File: src/rtl/toothless_pkg.sv
// Shared types for the memory port arbiter.
//   arb_state_e : arbiter FSM state encoding
//   arb_owner_e : requester identity (instruction fetch or load/store unit)
//   wait_state  : maps an owner to the state that waits for its response
package toothless_pkg;

  typedef enum logic [1:0] {
    ARB_IDLE     = 2'd0,
    ARB_WAIT_IF  = 2'd1,
    ARB_WAIT_LSU = 2'd2
  } arb_state_e;

  typedef enum logic {
    OWNER_IF  = 1'b0,
    OWNER_LSU = 1'b1
  } arb_owner_e;

  function automatic arb_state_e wait_state(arb_owner_e owner);
    return (owner == OWNER_LSU) ? ARB_WAIT_LSU : ARB_WAIT_IF;
  endfunction

endpackage

File: src/rtl/mem_port_arbiter.sv
// mem_port_arbiter: shares one single-port memory between instruction fetch
// (IF) and the load/store unit (LSU). One transaction outstanding at a time;
// the response is routed back to whichever requester owns it.
//
// Ports:
//   clk, rst                 clock, synchronous active-high reset
//   if_req/addr -> gnt/rvalid/rdata            instruction fetch (read only)
//   lsu_req/we/be/addr/wdata -> gnt/rvalid/rdata  load/store
//   mem_req/we/be/addr/wdata, mem_gnt/rvalid/rdata  memory side
//   busy_o                   a transaction is outstanding
//   err_o                    memory response arrived with nothing outstanding
//
// Build option: define MEM_ARB_ROUND_ROBIN_EN to alternate between the two
// requesters under contention; otherwise LSU has fixed priority over IF.
//
// state        | meaning
// -------------+------------------------------------------------------------
// ARB_IDLE     | arbitrating; mem request driven from the picked requester
// ARB_WAIT_IF  | IF transaction accepted, waiting for mem_rvalid_i
// ARB_WAIT_LSU | LSU transaction accepted, waiting for mem_rvalid_i
module mem_port_arbiter
  import toothless_pkg::*;
#(
  parameter int ADDR_WIDTH = 32,
  parameter int DATA_WIDTH = 32
) (
  input  logic                    clk,
  input  logic                    rst,
  input  logic                    if_req_i,
  input  logic [ADDR_WIDTH-1:0]   if_addr_i,
  output logic                    if_gnt_o,
  output logic                    if_rvalid_o,
  output logic [DATA_WIDTH-1:0]   if_rdata_o,
  input  logic                    lsu_req_i,
  input  logic                    lsu_we_i,
  input  logic [DATA_WIDTH/8-1:0] lsu_be_i,
  input  logic [ADDR_WIDTH-1:0]   lsu_addr_i,
  input  logic [DATA_WIDTH-1:0]   lsu_wdata_i,
  output logic                    lsu_gnt_o,
  output logic                    lsu_rvalid_o,
  output logic [DATA_WIDTH-1:0]   lsu_rdata_o,
  output logic                    mem_req_o,
  output logic                    mem_we_o,
  output logic [DATA_WIDTH/8-1:0] mem_be_o,
  output logic [ADDR_WIDTH-1:0]   mem_addr_o,
  output logic [DATA_WIDTH-1:0]   mem_wdata_o,
  input  logic                    mem_gnt_i,
  input  logic                    mem_rvalid_i,
  input  logic [DATA_WIDTH-1:0]   mem_rdata_i,
  output logic                    busy_o,
  output logic                    err_o
);

  arb_state_e state_q, state_d;
  arb_owner_e pick;
  logic       pick_valid;

`ifdef MEM_ARB_ROUND_ROBIN_EN
  arb_owner_e last_owner_q, last_owner_d;
`endif

  // Pick is recomputed every IDLE cycle; nothing is locked until mem_gnt_i.
  always_comb begin : pick_logic
    pick_valid = if_req_i | lsu_req_i;
    pick       = OWNER_LSU;
    if (if_req_i && lsu_req_i) begin
`ifdef MEM_ARB_ROUND_ROBIN_EN
      pick = (last_owner_q == OWNER_IF) ? OWNER_LSU : OWNER_IF;
`else
      pick = OWNER_LSU;
`endif
    end else if (if_req_i) begin
      pick = OWNER_IF;
    end
  end

  // Every output is forced low while rst is high, including the
  // combinational request path that would otherwise follow if_req_i.
  always_comb begin : fsm_comb
    state_d      = state_q;
    mem_req_o    = 1'b0;
    mem_we_o     = 1'b0;
    mem_be_o     = '0;
    mem_addr_o   = '0;
    mem_wdata_o  = '0;
    if_gnt_o     = 1'b0;
    lsu_gnt_o    = 1'b0;
    if_rvalid_o  = 1'b0;
    lsu_rvalid_o = 1'b0;
    if_rdata_o   = '0;
    lsu_rdata_o  = '0;
    busy_o       = 1'b0;
    err_o        = 1'b0;
    if (!rst) begin
      if_rdata_o  = mem_rdata_i;
      lsu_rdata_o = mem_rdata_i;
      case (state_q)
        ARB_IDLE: begin
          err_o = mem_rvalid_i;
          if (pick_valid) begin
            mem_req_o = 1'b1;
            if (pick == OWNER_LSU) begin
              mem_we_o    = lsu_we_i;
              mem_be_o    = lsu_be_i;
              mem_addr_o  = lsu_addr_i;
              mem_wdata_o = lsu_wdata_i;
              lsu_gnt_o   = mem_gnt_i;
            end else begin
              mem_be_o   = '1;
              mem_addr_o = if_addr_i;
              if_gnt_o   = mem_gnt_i;
            end
            if (mem_gnt_i) state_d = wait_state(pick);
          end
        end
        ARB_WAIT_IF: begin
          busy_o      = 1'b1;
          if_rvalid_o = mem_rvalid_i;
          if (mem_rvalid_i) state_d = ARB_IDLE;
        end
        ARB_WAIT_LSU: begin
          busy_o       = 1'b1;
          lsu_rvalid_o = mem_rvalid_i;
          if (mem_rvalid_i) state_d = ARB_IDLE;
        end
        default: state_d = ARB_IDLE;
      endcase
    end
  end

`ifdef MEM_ARB_ROUND_ROBIN_EN
  always_comb begin : last_owner_comb
    last_owner_d = last_owner_q;
    if (state_q == ARB_IDLE && pick_valid && mem_gnt_i) last_owner_d = pick;
  end
`endif

  always_ff @(posedge clk) begin
    if (rst) begin
      state_q <= ARB_IDLE;
`ifdef MEM_ARB_ROUND_ROBIN_EN
      last_owner_q <= OWNER_IF;
`endif
    end else begin
      state_q <= state_d;
`ifdef MEM_ARB_ROUND_ROBIN_EN
      last_owner_q <= last_owner_d;
`endif
    end
  end

endmodule

File: config.mk
export PLATFORM = sky130hd
export DESIGN_NAME = mem_port_arbiter
export DESIGN_NICKNAME = d
export VERILOG_FILES = /design/src/rtl/toothless_pkg.sv /design/src/rtl/mem_port_arbiter.sv
export SDC_FILE = /design/constraint.sdc
export NUM_CORES = 1
export LEC_CHECK = 0
export BUFFER_PORTS_ARGS = -buffer_cell sky130_fd_sc_hd__buf_2
export CAP_MARGIN = 20
export CELL_PAD_IN_SITES_DETAIL_PLACEMENT = 1
export CELL_PAD_IN_SITES_GLOBAL_PLACEMENT = 1
export CORE_AREA = 2 2 109 111
export CTS_BUF_LIST = sky130_fd_sc_hd__clkbuf_16
export CTS_CLUSTER_DIAMETER = 150
export DETAILED_ROUTE_END_ITERATION = 8
export DIE_AREA = 0 0 111 113
export GPL_TIMING_DRIVEN = 0
export PLACE_DENSITY_LB_ADDON = 0.2
export SKIP_CTS_REPAIR_TIMING = 1
export SYNTH_ARGS = -nofsm -noshare
export SYNTH_HDL_FRONTEND = slang
export SYNTH_SLANG_ARGS = --single-unit
File: constraint.sdc
create_clock -name clk -period 3.4 [get_ports clk]
set_input_delay 0.34 -clock clk [delete_from_list [all_inputs] [get_ports clk]]
set_output_delay 0.34 -clock clk [all_outputs]
set_load 0.005 [all_outputs]
== Yosys cells after proc, flatten, opt, wreduce, memory -nomap -nowiden ==
Cells that the tools add are included.
Storage, ports and cells
  flip-flop bits (word level): 2
  bits in latches: 0
  RAM bits: 0
  ROM bits: 0
  input port bits: 139
  output and inout bits: 140
  word-level logic and storage cells: 54
  memories kept: 0
Cells by class
  add/subtract/negate cells: 0
  multiply operators: 0
  divide/modulo/power cells: 0
  $lt $le $gt $ge: 0
  equal/unequal tests: 5
  shift-type cells: 0
  muxes and demuxes: 43
  bitwise operators: 1
  reduce and logical (&&, ||, !) cells: 4
Operators with widths (number)
  32-bit two-way mux: 9
  1-bit two-way mux: 25
  4-bit two-way mux: 4
  2-bit two-way mux: 4
  2-bit != test (second input constant): 2
  2-bit one-hot mux with 2 select lines: 1
  3-bit AND reduction: 1
  2-bit by 1-bit == test with 1-bit output (second input constant): 1
  2-bit == test (second input constant): 1
  2-bit logical NOT: 1
  2-bit by 1-bit != test with 1-bit output (second input constant): 1
  2-bit OR reduction: 1
  1-bit logical AND: 1
  1-bit OR: 1

== Logic depth before layout (Yosys ltp) ==
  word-level depth: 6
  mapped depth: 7
  gate-level depth less buffers: 5

== Worst setup path before layout ==
No wires, ideal clock.
  path type: register to output
  start: reg state_q[0]
  end: out mem_addr_o[10]
  data arrival time: 1378 ps
  slack: 1682 ps
  cell stages (with the launch flop): 8
  buffers on the path: 2
  path through: dfxtp_1 inv_1 ha_1 nor2b_4 and3b_1 buf_6 buf_6 a22o_1
Between the ends
  longest elaborated chain between the ends: 3
Ends and longest elaborated chain
  start: declaration: line mem_port_arbiter.sv:54  | arb_state_e state_q, state_d;
  start signal: assignment: line mem_port_arbiter.sv:145  | state_q <= state_d;
  2-bit logical NOT: line mem_port_arbiter.sv:97  | case (state_q)
  32-bit two-way mux: line mem_port_arbiter.sv:97
  32-bit two-way mux: line mem_port_arbiter.sv:94  | if (!rst) begin
  end: declaration: line mem_port_arbiter.sv:45  | output logic [ADDR_WIDTH-1:0] mem_addr_o,
Every way passes these cells.

== Final worst setup path ==
  start: reg state_q[0]
  end: out mem_addr_o[27]
The elaborated chain is that of the path after synthesis.

==> qor.yml <==
p_per_area_nw_per_um2: 192.3
fp.dieH_um: 113
fin_util_pct: 26.15
dp_hpwl_um: 7173
drtIter0Drc: 37
via_per_inst: 3.837
ant_nets: 0
io-pin-count: 279
clockRootBuffer: "clkbuf_16"
num_vias: 2314
dieArea_sq_um: 12540
core_area_sq_um: 11270
status: "complete, no violations"
syn_area_sq_um: 1308
largest_reg_flops: 2
gr-total-overflow: 0
final.fill_count: 1477
start_util_pct: 11.60
required_ns: 3.06
drive_gt1_share_pct: 70.43
htree_levels: 1
layout_commonest_cell: "buf_2"
max_slew_margin_pct: 56.20
reg_top3: "state_q: 2 flops"
final_cell_area_sq_um: 2948
synthToLayoutAreaGrowth_pct: 125.5
finalClockSkew_ns: 0.002457
fin_setup_tns_ns: 0
syn_inst: 180
worst-setup-path-type: "flip-flop to primary output"
max_cap_violations: 0
ys_seq_elements: 2
wl_um: 7949
total_leakage_power_uw: 0.001925
numPortBuffers: 277
cp_max_fo: 10
route.detailed.drc: 0
regMostFlops: "state_q"
tightest_slew_ns: 0.6501
max_freq_mhz: 450.9
grt_start_max_net_pins: 11
wl_per_cell_um: 13.18
rsz0062_at_grt: "no"
cp_data_arrival_time_ns: 1.88
antenna_found_initial: 0
clk_latency_ns: 0.22
hold_path_class: "primary input to flip-flop"
fin_crit_sh_pct: 65.23
regArea_sq_um: 40.04
grt_pass1_wl_um: 12070
synth.distinct_cells: 22
antenna_cells: 0
place_congestion: 0.8528
post_dp_cell_area_sq_um: 2873
ys_seq_area_share_pct: 3.062
die_w_um: 111
clock_path_buffers: 2
track_usage_pct: 11.64
power_uw: 566.9
first_global_vias: 2419
final_nets: 604
multi_input_area_sq_um: 889.6
clk_pin_slew_ns: 0.03
syn-num-nets: 322
hold_viol: 0
fin_hold_ws_ns: 0.4516
layout_common_cells: "buf_2, and2_1, buf_4"
numCtsBuffers: 3
period_needed_ns: 2.218
rows: 39
clock-sinks: 2
cts_tree: "done"
syn_avg_cell_area_sq_um: 7.264
end_kind: "primary output"
yosys_warnings: 0
dr.pass1.iters: 4
finalSetupViolCount: 0
startpoint_type: "flip-flop"
finalMaxSlewViolations: 0
vdd_drop_max_uv: 107.0
-- synth_stat cells --
cell | number | area share (%)
and2_1 | 36 | 17
buf_4 | 35 | 20
nor2b_1 | 33 | 16
a22o_1 | 32 | 21
inv_1 | 7 | 2.0
clkbuf_1 | 6 | 1.7
buf_6 | 5 | 4.3
a21oi_1 | 4 | 1.5
and3b_1 | 3 | 2.0
ha_1 | 3 | 2.9
buf_2 | 2 | 0.77
dfxtp_1 | 2 | 3.1
nand2b_1 | 2 | 0.96
o21ai_0 | 2 | 0.77
a311oi_1 | 1 | 0.67
a31oi_1 | 1 | 0.48
and3b_4 | 1 | 0.96
nand3_1 | 1 | 0.38
nand4b_1 | 1 | 0.67
nor2b_4 | 1 | 1.1
o311ai_0 | 1 | 0.67
or2b_1 | 1 | 0.57
-- final cells by class --
| class | instances | share of cell area, % |
|---|---|---|
| Buffer | 48 | 11.93 |
| Clock buffer | 3 | 2.547 |
| Inverter | 7 | 0.8913 |
| Multi-Input combinational cell | 123 | 30.18 |
| Sequential cell | 2 | 1.358 |
| Tap cell | 143 | 6.070 |
| Timing Repair Buffer | 277 | 47.03 |
-- power by group --
part | internal [uW] | switching (uW) | total (uW)
clock | 150 | 26.4 | 176
combinational | 210 | 152 | 362
sequential | 26.3 | 2.36 | 28.6
total | 386 | 181 | 567
-- cell families (layout without fill, tap and decap cells) --
| group | count (synthesis) | after routing | share of synthesized area (%) |
|---|---|---|---|
| compound gates | 41 | 41 | 25.55 |
| fa+ha+maj | 3 | 3 | 2.871 |
| buf+inv | 55 | 335 | 28.90 |
| flops | 2 | 2 | 3.062 |
| simple gates | 79 | 79 | 39.62 |
-- worst paths after layout --
kind                                               from                 endpoint  slack [ns]  cells past startpoint
worst min-delay path                          mem_gnt_i  state_q[1]$_SDFFE_PP0P_        0.45                      3
worst max-delay path            state_q[0]$_SDFFE_PP0P_           mem_addr_o[27]        1.18                      8
worst max register to register  state_q[0]$_SDFFE_PP0P_  state_q[1]$_SDFFE_PP0P_        1.97                      6
worst min register to register  state_q[0]$_SDFFE_PP0P_  state_q[0]$_SDFFE_PP0P_        0.58                      2
-- per-layer routing --
metal | share of wire (%) | wire [um] | GRT usage (%) | vias up
li1 | - | - | - | 1137
met1 | 35 | 2783 | 11.52 | 1017
met2 | 54 | 4284 | 23.80 | 158
met3 | 11 | 851 | 4.017 | 2
met4 | 0.36 | 29 | 1.500 | 0
met5 | 0 | 0 | 0 | -
-- critical path, stage by stage (launching register included) --
cell and delay (ns):
dfxtp_1 0.36, inv_1 0.08, ha_1 0.25, nor2b_4 0.15, and3b_1 0.17, buf_6 0.14
buf_6 0.14, a22o_1 0.24, buf_2 0.13
-- per-stage QoR --
step | cells | worst slack (ns)
after floorplan | 180 | 1.682
after global placement | 600 | 1.408
after detailed placement | 600 | 1.384
after CTS | 603 | 1.139
after global routing | 603 | 1.052
final | 603 | 1.182
No activity file was read; power rests on OpenSTA's default activity.
